`src/rtl/sio_slave.sv`:
```
// SPI responder: oversamples sclk/cs/mosi in the clkin domain and shifts
// 1-16 bit MSB-first frames, reloading the transmit word at every frame start.
module sio_slave #(
    parameter int SYNC_STAGES = 2
) (
    input  logic        clkin,
    input  logic        rst_n,
    input  logic [3:0]  bits,
    input  logic [15:0] tx_data,
    output logic        tx_load,
    output logic [15:0] rx_data,
    output logic        rx_valid,
    output logic        abort,
    output logic        busy,
    input  logic        sclk,
    input  logic        cs,
    input  logic        mosi,
    output logic        miso,
    output logic        miso_oe
);

    typedef enum logic {
        IDLE  = 1'b0,
        SHIFT = 1'b1
    } state_e;

    logic [SYNC_STAGES-1:0] sclk_sync_q;
    logic [SYNC_STAGES-1:0] cs_sync_q;
    logic [SYNC_STAGES-1:0] mosi_sync_q;
    logic                   sclk_dly_q;
    logic                   cs_dly_q;

    state_e      state_q;
    logic [3:0]  len_q;
    logic [3:0]  bitcnt_q;
    logic [15:0] txsh_q;
    logic [15:0] rxsh_q;
    logic [15:0] rx_data_q;
    logic        mid_q;
    logic        miso_q;
    logic        tx_load_q;
    logic        rx_valid_q;
    logic        done_q;
    logic        abort_q;

    logic        sclk_s;
    logic        cs_s;
    logic        mosi_s;
    logic        sclk_fall;
    logic        cs_fall;
    logic        cs_rise;
    logic [15:0] len_mask;
    logic [15:0] rx_word_d;

    // cs presets high so a released reset never fakes a frame start
    always_ff @(posedge clkin) begin
        if (!rst_n) begin
            sclk_sync_q <= '0;
            cs_sync_q   <= '1;
            mosi_sync_q <= '0;
            sclk_dly_q  <= 1'b0;
            cs_dly_q    <= 1'b1;
        end else begin
            sclk_sync_q <= {sclk_sync_q[SYNC_STAGES-2:0], sclk};
            cs_sync_q   <= {cs_sync_q[SYNC_STAGES-2:0], cs};
            mosi_sync_q <= {mosi_sync_q[SYNC_STAGES-2:0], mosi};
            sclk_dly_q  <= sclk_s;
            cs_dly_q    <= cs_s;
        end
    end

    assign sclk_s    = sclk_sync_q[SYNC_STAGES-1];
    assign cs_s      = cs_sync_q[SYNC_STAGES-1];
    assign mosi_s    = mosi_sync_q[SYNC_STAGES-1];
    assign sclk_fall = sclk_dly_q & ~sclk_s;
    assign cs_fall   = cs_dly_q & ~cs_s;
    assign cs_rise   = ~cs_dly_q & cs_s;

    assign len_mask  = ~(16'hFFFE << len_q);
    assign rx_word_d = (rxsh_q | {15'h0000, mosi_s}) & len_mask;

    always_ff @(posedge clkin) begin
        if (!rst_n) begin
            state_q    <= IDLE;
            len_q      <= '0;
            bitcnt_q   <= '0;
            txsh_q     <= '0;
            rxsh_q     <= '0;
            rx_data_q  <= '0;
            mid_q      <= 1'b0;
            miso_q     <= 1'b0;
            tx_load_q  <= 1'b0;
            rx_valid_q <= 1'b0;
            done_q     <= 1'b0;
            abort_q    <= 1'b0;
        end else begin
            tx_load_q  <= 1'b0;
            abort_q    <= 1'b0;
            done_q     <= 1'b0;
            rx_valid_q <= done_q;
            unique case (state_q)
                IDLE: begin
                    miso_q <= 1'b0;
                    if (cs_fall) begin
                        len_q     <= bits;
                        bitcnt_q  <= bits;
                        txsh_q    <= tx_data;
                        tx_load_q <= 1'b1;
                        miso_q    <= tx_data[bits];
                        rxsh_q    <= '0;
                        mid_q     <= 1'b0;
                        state_q   <= SHIFT;
                    end
                end
                SHIFT: begin
                    // cs_rise takes priority; a coincident sclk edge is dropped
                    if (cs_rise) begin
                        state_q <= IDLE;
                        miso_q  <= 1'b0;
                        abort_q <= mid_q;
                        mid_q   <= 1'b0;
                    end else if (sclk_fall) begin
                        if (bitcnt_q != 4'd0) begin
                            rxsh_q[bitcnt_q] <= mosi_s;
                            mid_q            <= 1'b1;
                            bitcnt_q         <= bitcnt_q - 4'd1;
                            miso_q           <= txsh_q[bitcnt_q - 4'd1];
                        end else begin
                            rx_data_q <= rx_word_d;
                            done_q    <= 1'b1;
                            mid_q     <= 1'b0;
                            len_q     <= bits;
                            bitcnt_q  <= bits;
                            txsh_q    <= tx_data;
                            tx_load_q <= 1'b1;
                            miso_q    <= tx_data[bits];
                            rxsh_q    <= '0;
                        end
                    end
                end
                default: state_q <= IDLE;
            endcase
        end
    end

    assign tx_load  = tx_load_q;
    assign rx_data  = rx_data_q;
    assign rx_valid = rx_valid_q;
    assign abort    = abort_q;
    assign busy     = ~cs_s;
    assign miso_oe  = ~cs_s;
    assign miso     = miso_q;

endmodule

```
`config.mk`:
```
export PLATFORM = sky130hd
export DESIGN_NAME = sio_slave
export DESIGN_NICKNAME = d
export VERILOG_FILES = /design/src/rtl/sio_slave.sv
export SDC_FILE = /design/constraint.sdc
export NUM_CORES = 1
export LEC_CHECK = 0
export CORE_ASPECT_RATIO = 0.8
export CORE_UTILIZATION = 54
export DETAILED_ROUTE_END_ITERATION = 7
export PLACE_DENSITY = 0.8
export SLEW_MARGIN = 20
export SYNTH_ARGS = -nofsm -noshare
export SYNTH_HDL_FRONTEND = slang
export SYNTH_SLANG_ARGS = --single-unit
```
`constraint.sdc`:
```
create_clock -name clkin -period 2.5 [get_ports clkin]
set_input_delay 0.5 -clock clkin [delete_from_list [all_inputs] [get_ports clkin]]
set_output_delay 0.5 -clock clkin [all_outputs]
set_load 0.02 [all_outputs]
```
-- Word-level counts from Yosys, hierarchy flattened
Index checks and enable logic that the tools add are counted.
- register bits after elaboration: 71
- word-level logic and storage cells: 91
- input port bits: 25
- output and inout bits: 22
- equal/unequal tests: 5
- reduce and logical (&&, ||, !) cells: 8
- $lt $le $gt $ge: 4
- add/sub/neg operators: 1
- bitwise operators: 12
- mux-type cells: 43
- shift-type cells: 1
- operators with widths (cell ; count):
    $mux 16 ; 8
    $pmux 16 s2 ; 2
    $mux 4 ; 7
    $and 16x16->16 ; 1
    $bwmux 16 ; 1
    $mux 1 ; 16
    $not 16->16 ; 1
    $or 16x1->16 ; 1
    $pmux 4 s2 ; 2
    $shl 16x4->16 const A ; 1
    $lt 4x5->1 const B ; 3
    $bmux 1 s4 ; 2
    $pmux 1 s2 ; 4
    $reduce_and 4->1 ; 2
    $ne 2x2->1 const B ; 3
    $not 1->1 ; 6
    $reduce_and 3->1 ; 2
    $demux 1 s4 ; 1
    $ge 4x1->1 const B ; 1
    $reduce_and 2->1 ; 2
    $reduce_bool 4->1 ; 1
    $sub 4x1->4 const B ; 1
    $and 1x1->1 ; 3
    $ne 3x1->1 const B ; 1
    other kinds (2) ; 2

-- Logic depth before layout (Yosys ltp)
- depth in word-level cells: 9
- mapped depth: 10
- gate-level depth less buffers: 7

-- Worst setup path before layout
Ideal clock, no wire load.
- kind: flip-flop to flip-flop
- from: register bitcnt_q[0]
- to: register rxsh_q[3]
- library setup time: 0.132 ns
- cell stages (with the launch flop): 11
- arrival: 2.032 ns
- data required time: 2.368 ns
- slack: 0.336 ns
- buffers on the path: 3
- period minus slack after synthesis: 2.164 ns
- path through: dfxtp_1 buf_2 inv_1 ha_1 buf_4 or3b_4 nor4_4 nor2_2 buf_6 o311ai_1 a21oi_1
- cells in the longest elaborated chain, start to end: 9
- elaborated cells on any way between the ends: 11
- those cells by class: order compare: 2; mux: 7; reduce/logical: 2
- ends and longest elaborated chain (what ; line ; RTL):
    start: declaration ; 35 ; logic [3:0] bitcnt_q;
    start signal: assignment ; 106 ; bitcnt_q <= bits;
    start signal: assignment ; 126 ; bitcnt_q <= bitcnt_q - 4'd1;
    start signal: assignment ; 133 ; bitcnt_q <= bits;
    $lt 4x5->1 (not written as such) / $ge 4x1->1 (equally long branches) ; 124 ; rxsh_q[bitcnt_q] <= mosi_s;
    $logic_and 1x1->1 (not written as such) ; 124 ;
    $mux 1 (not written as such) ; 124 ;
    $demux 1 s4 ; 124 ;
    $bwmux 16 ; 124 ;
    $mux 16 (*) ; 123 ; if (bitcnt_q != 4'd0) begin
    $mux 16 (*) ; 122 ; end else if (sclk_fall) begin
    $mux 16 (*) ; 117 ; if (cs_rise) begin
    $pmux 16 s2 (*) ; 101 ; unique case (state_q)
    end signal: indexed assignment ; 124 ;
    end: declaration ; 37 ; logic [15:0] rxsh_q;
Every way passes the cells marked *; elsewhere a longest branch is shown, timed or not. The select of a mux whose other input is x is not followed.
A chain may end at the register's enable or synchronous reset.

-- Worst setup path in the final report
- from: register state_q
- to: register rxsh_q[1]
- cells in the longest elaborated chain, start to end: 3
- elaborated cells on any way between the ends: 6
- those cells by class: eq/ne: 3; mux: 1; bitwise: 1; reduce/logical: 1
- ends and longest elaborated chain (what ; line ; RTL):
    start: declaration ; 33 ; state_e state_q;
    start signal: assignment ; 84 ; state_q <= IDLE;
    start signal: assignment ; 112 ; state_q <= SHIFT;
    start signal: assignment ; 118 ; state_q <= IDLE;
    $not 1->1 ; n/a ;
    $ne 2x2->1 (no source line) ; n/a ;
    $reduce_and 3->1 (no source line) ; n/a ;
Parallel ways exist; a longest one is shown, timed or not.

==> out/results.ini <==
[critical_path]
cpMaxStageDelayCell=o31ai_4
timing.critical_path.required_ns=2.71
critPathKind=flip-flop to flip-flop
cp.arrival_ns=2.44
cp-end-kind=flip-flop
cpPeakStageDelay_ns=0.61
path_max_fanout=14
reg2reg_slack_ns=0.28
startpoint_type=flip-flop
cp_cell_sequence=inv_1 -> o31ai_4 -> nand2_1 -> o311ai_0 -> a21oi_1

[cells_and_area]
areaGrowthSynthToFinish_pct=23.6
nets=428
mostFrequentLayoutCells=dfxtp_1, nand2_1, clkdlybuf4s50_1, a21oi_1, nor2_1
n_fill_cell=426
drive_gt1_frac=0.116
fin_util=0.705
diodes=0
layout.cells.most_common=dfxtp_1

[cts]
clock-root-buffer=clkbuf_8
cts.sink_count=71
clockBufferDepth=2
clkTransAtPathRegs_ns=0.07
cts_tree=built
clock_latency_ns=0.35
cts_setup_buffers=0
numCtsBuffers=9
htree_levels=3

[global_routing]
grt_max_degree=53
grt_pass1_wl_um=12300
antenna_found_initial=0
grt_overflow=0
grtUsageTotal=0.261
grt_pass1_vias=2524

[sta]
holdWs_ns=0.409
fin_crit_sh=0.889
max_freq_mhz=450
slew_headroom=0.599
min_period_ns=2.22
skew_ns=0.00753
setup_slack_ns=0.278
worst_slew_pin_slew_ns=0.602
tns_ns=0
maxSlewViolCount=0
finalHoldViolCount=0
setup_viol=0
rsz0062_at_grt=no

[routing]
wl_per_cell_um=15.3
met2WireLength_um=3300
drtIter0Drc=305
first_pass_iters=5
drt-total-wl_um=7360
drt-met1-wl_um=3530
top_layer_used=met4
num_vias=2795
avgViaCountPerCell=5.80
met3_length_um=471
ant_nets=0
drc=0

[yosys]
synth_top_family_by_area=simple AND/OR/NAND/NOR gates
async_flop_share=0
syn_inst=355
synth-edff-count=0
yosys.area.top_type=dfxtp_1
ys.flop_type=dfxtp_1
synth-adder-area-share=0.0158
syn_avg_cell_area_um2=8.93
synthSimpleGateAreaFrac=0.223
synth-seq-cells=71
syn_nets=384
synth.area.mux_share=0.0904
synth_area_leaders=dfxtp_1, nand2_1, a21oi_1
seq_area_frac_synth=0.448
synth_compound_area_frac=0.167
yosys.area.top_type_share=0.448
synth-xor-area-share=0.00276
ys_types=44
yosysWarnings=0
syn_area_um2=3170

[floorplanning]
rows=24
fp.dieArea_um2=6180
chipWidth_um=87.7
die_y_um=70.5
pin_count=47
start_util=0.570
core_um2=5560

[run_status]
status=finished, final reports clean

[power]
power_density_nw_per_um2=624
p_leak_nw=1.38
ir_worst_vdd_uv=396

[place]
dp_hpwl_um=5000
place_ws_ns=0.203
finalWeightedCongestion=0.859
io_buffers=46

[hold_path]
hold_class=flip-flop to flip-flop

[job]
drv_cap=0

-- cell type report --
cell class	instances	area [µm²]	share of cell area
tap	78	97.6	0.0249
clock inverter	3	65.1	0.0166
sequential	71	1420	0.363
clock buffer	13	159	0.0406
inverter	6	22.5	0.00575
multi-input combinational	251	1590	0.405
timing repair buffer	60	566	0.144
-- Yosys cell counts, types with 2 or more instances --
cell type and n:
mux2_2 5, mux4_2 8, a21o_1 2, nor2_1 19, nand3_1 14, o2111ai_1 4, nand2_1 63, buf_6 4
nand4_1 15, nor3b_1 2, o21ai_0 5, a21boi_0 5, nor2b_1 2, clkbuf_1 16, a31oi_1 2, nor3_1 4
buf_4 2, ha_1 4, o21a_1 2, a21oi_1 43, inv_1 5, nand2b_1 7, a311oi_1 3, o311ai_0 5
and3_1 3, o211ai_1 7, mux2i_1 5, and2_1 9, dfxtp_1 71, buf_2 5
-- registers in the layout, summed over array words and instances, names as in the netlist --
| register | cells |
|---|---|
| cs_sync_q | 2 |
| mosi_sync_q | 2 |
| rx_valid | 1 |
| rxsh_q | 16 |
| cs_dly_q | 1 |
| state_q | 1 |
| txsh_q | 16 |
| tx_load | 1 |
| abort | 1 |
| miso | 1 |
| rx_data | 16 |
| sclk_dly_q | 1 |
| len_q | 4 |
| mid_q | 1 |
| bitcnt_q | 4 |
| sclk_sync_q | 2 |
| done_q | 1 |
-- power breakdown --
part,switching [mW],total (mW),internal (mW)
registers,0.0195,1.17,1.15
clock network,0.421,1.04,0.616
logic,0.124,0.234,0.111
-- cell families (layout without fill, tap and decap cells) --
group	after synthesis	in the layout
buffers and inverters	33	82
AO/OA/AOI/OAI	83	83
multiplexers	18	18
XOR/XNOR	1	1
flip-flops	71	71
adder cells (fa/ha/maj)	4	4
AND/OR/NAND/NOR	145	145
-- worst paths after layout --
path | depth (start not counted) | to | from
setup / recovery | 5 | rxsh_q[1]$_SDFFE_PN0P_ | state_q$_SDFF_PN0_
hold / removal | 1 | cs_sync_q[1]$_SDFF_PN1_ | cs_sync_q[0]$_SDFF_PN1_
setup reg to reg | 5 | rxsh_q[1]$_SDFFE_PN0P_ | state_q$_SDFF_PN0_
hold reg to reg | 1 | cs_sync_q[1]$_SDFF_PN1_ | cs_sync_q[0]$_SDFF_PN1_
-- stage by stage --
stage,cells,instance area (µm²),power [mW]
3_5_place_dp,466,3690,1.43
2_1_floorplan,355,3170,1.34
6_report,482,3920,2.44
3_3_place_gp,466,3690,1.42
4_1_cts,482,3910,2.46
5_1_grt,482,3920,2.54
-- metal layers --
layer  track usage  up-vias
li1              -     1356
met1         0.371     1331
met2         0.379       98
met3        0.0875       10
met4        0.0710        0
met5             0        -
-- what timing repair did --
item | 4_1_cts | 5_1_grt
hold buffers | 0 | 0
setup endpoints to repair | 0 | 2
gates resized for setup | 0 | 1
-- critical path, delay by kind of cell, from the launching register on --
family | cells | cell delay (ns)
DFF | 1 | 0.58
AOI/OAI and AO/OA | 3 | 1.08
buffers and inverters | 1 | 0.21
and+or+nand+nor | 1 | 0.22
(Power assumes the default switching activity.)
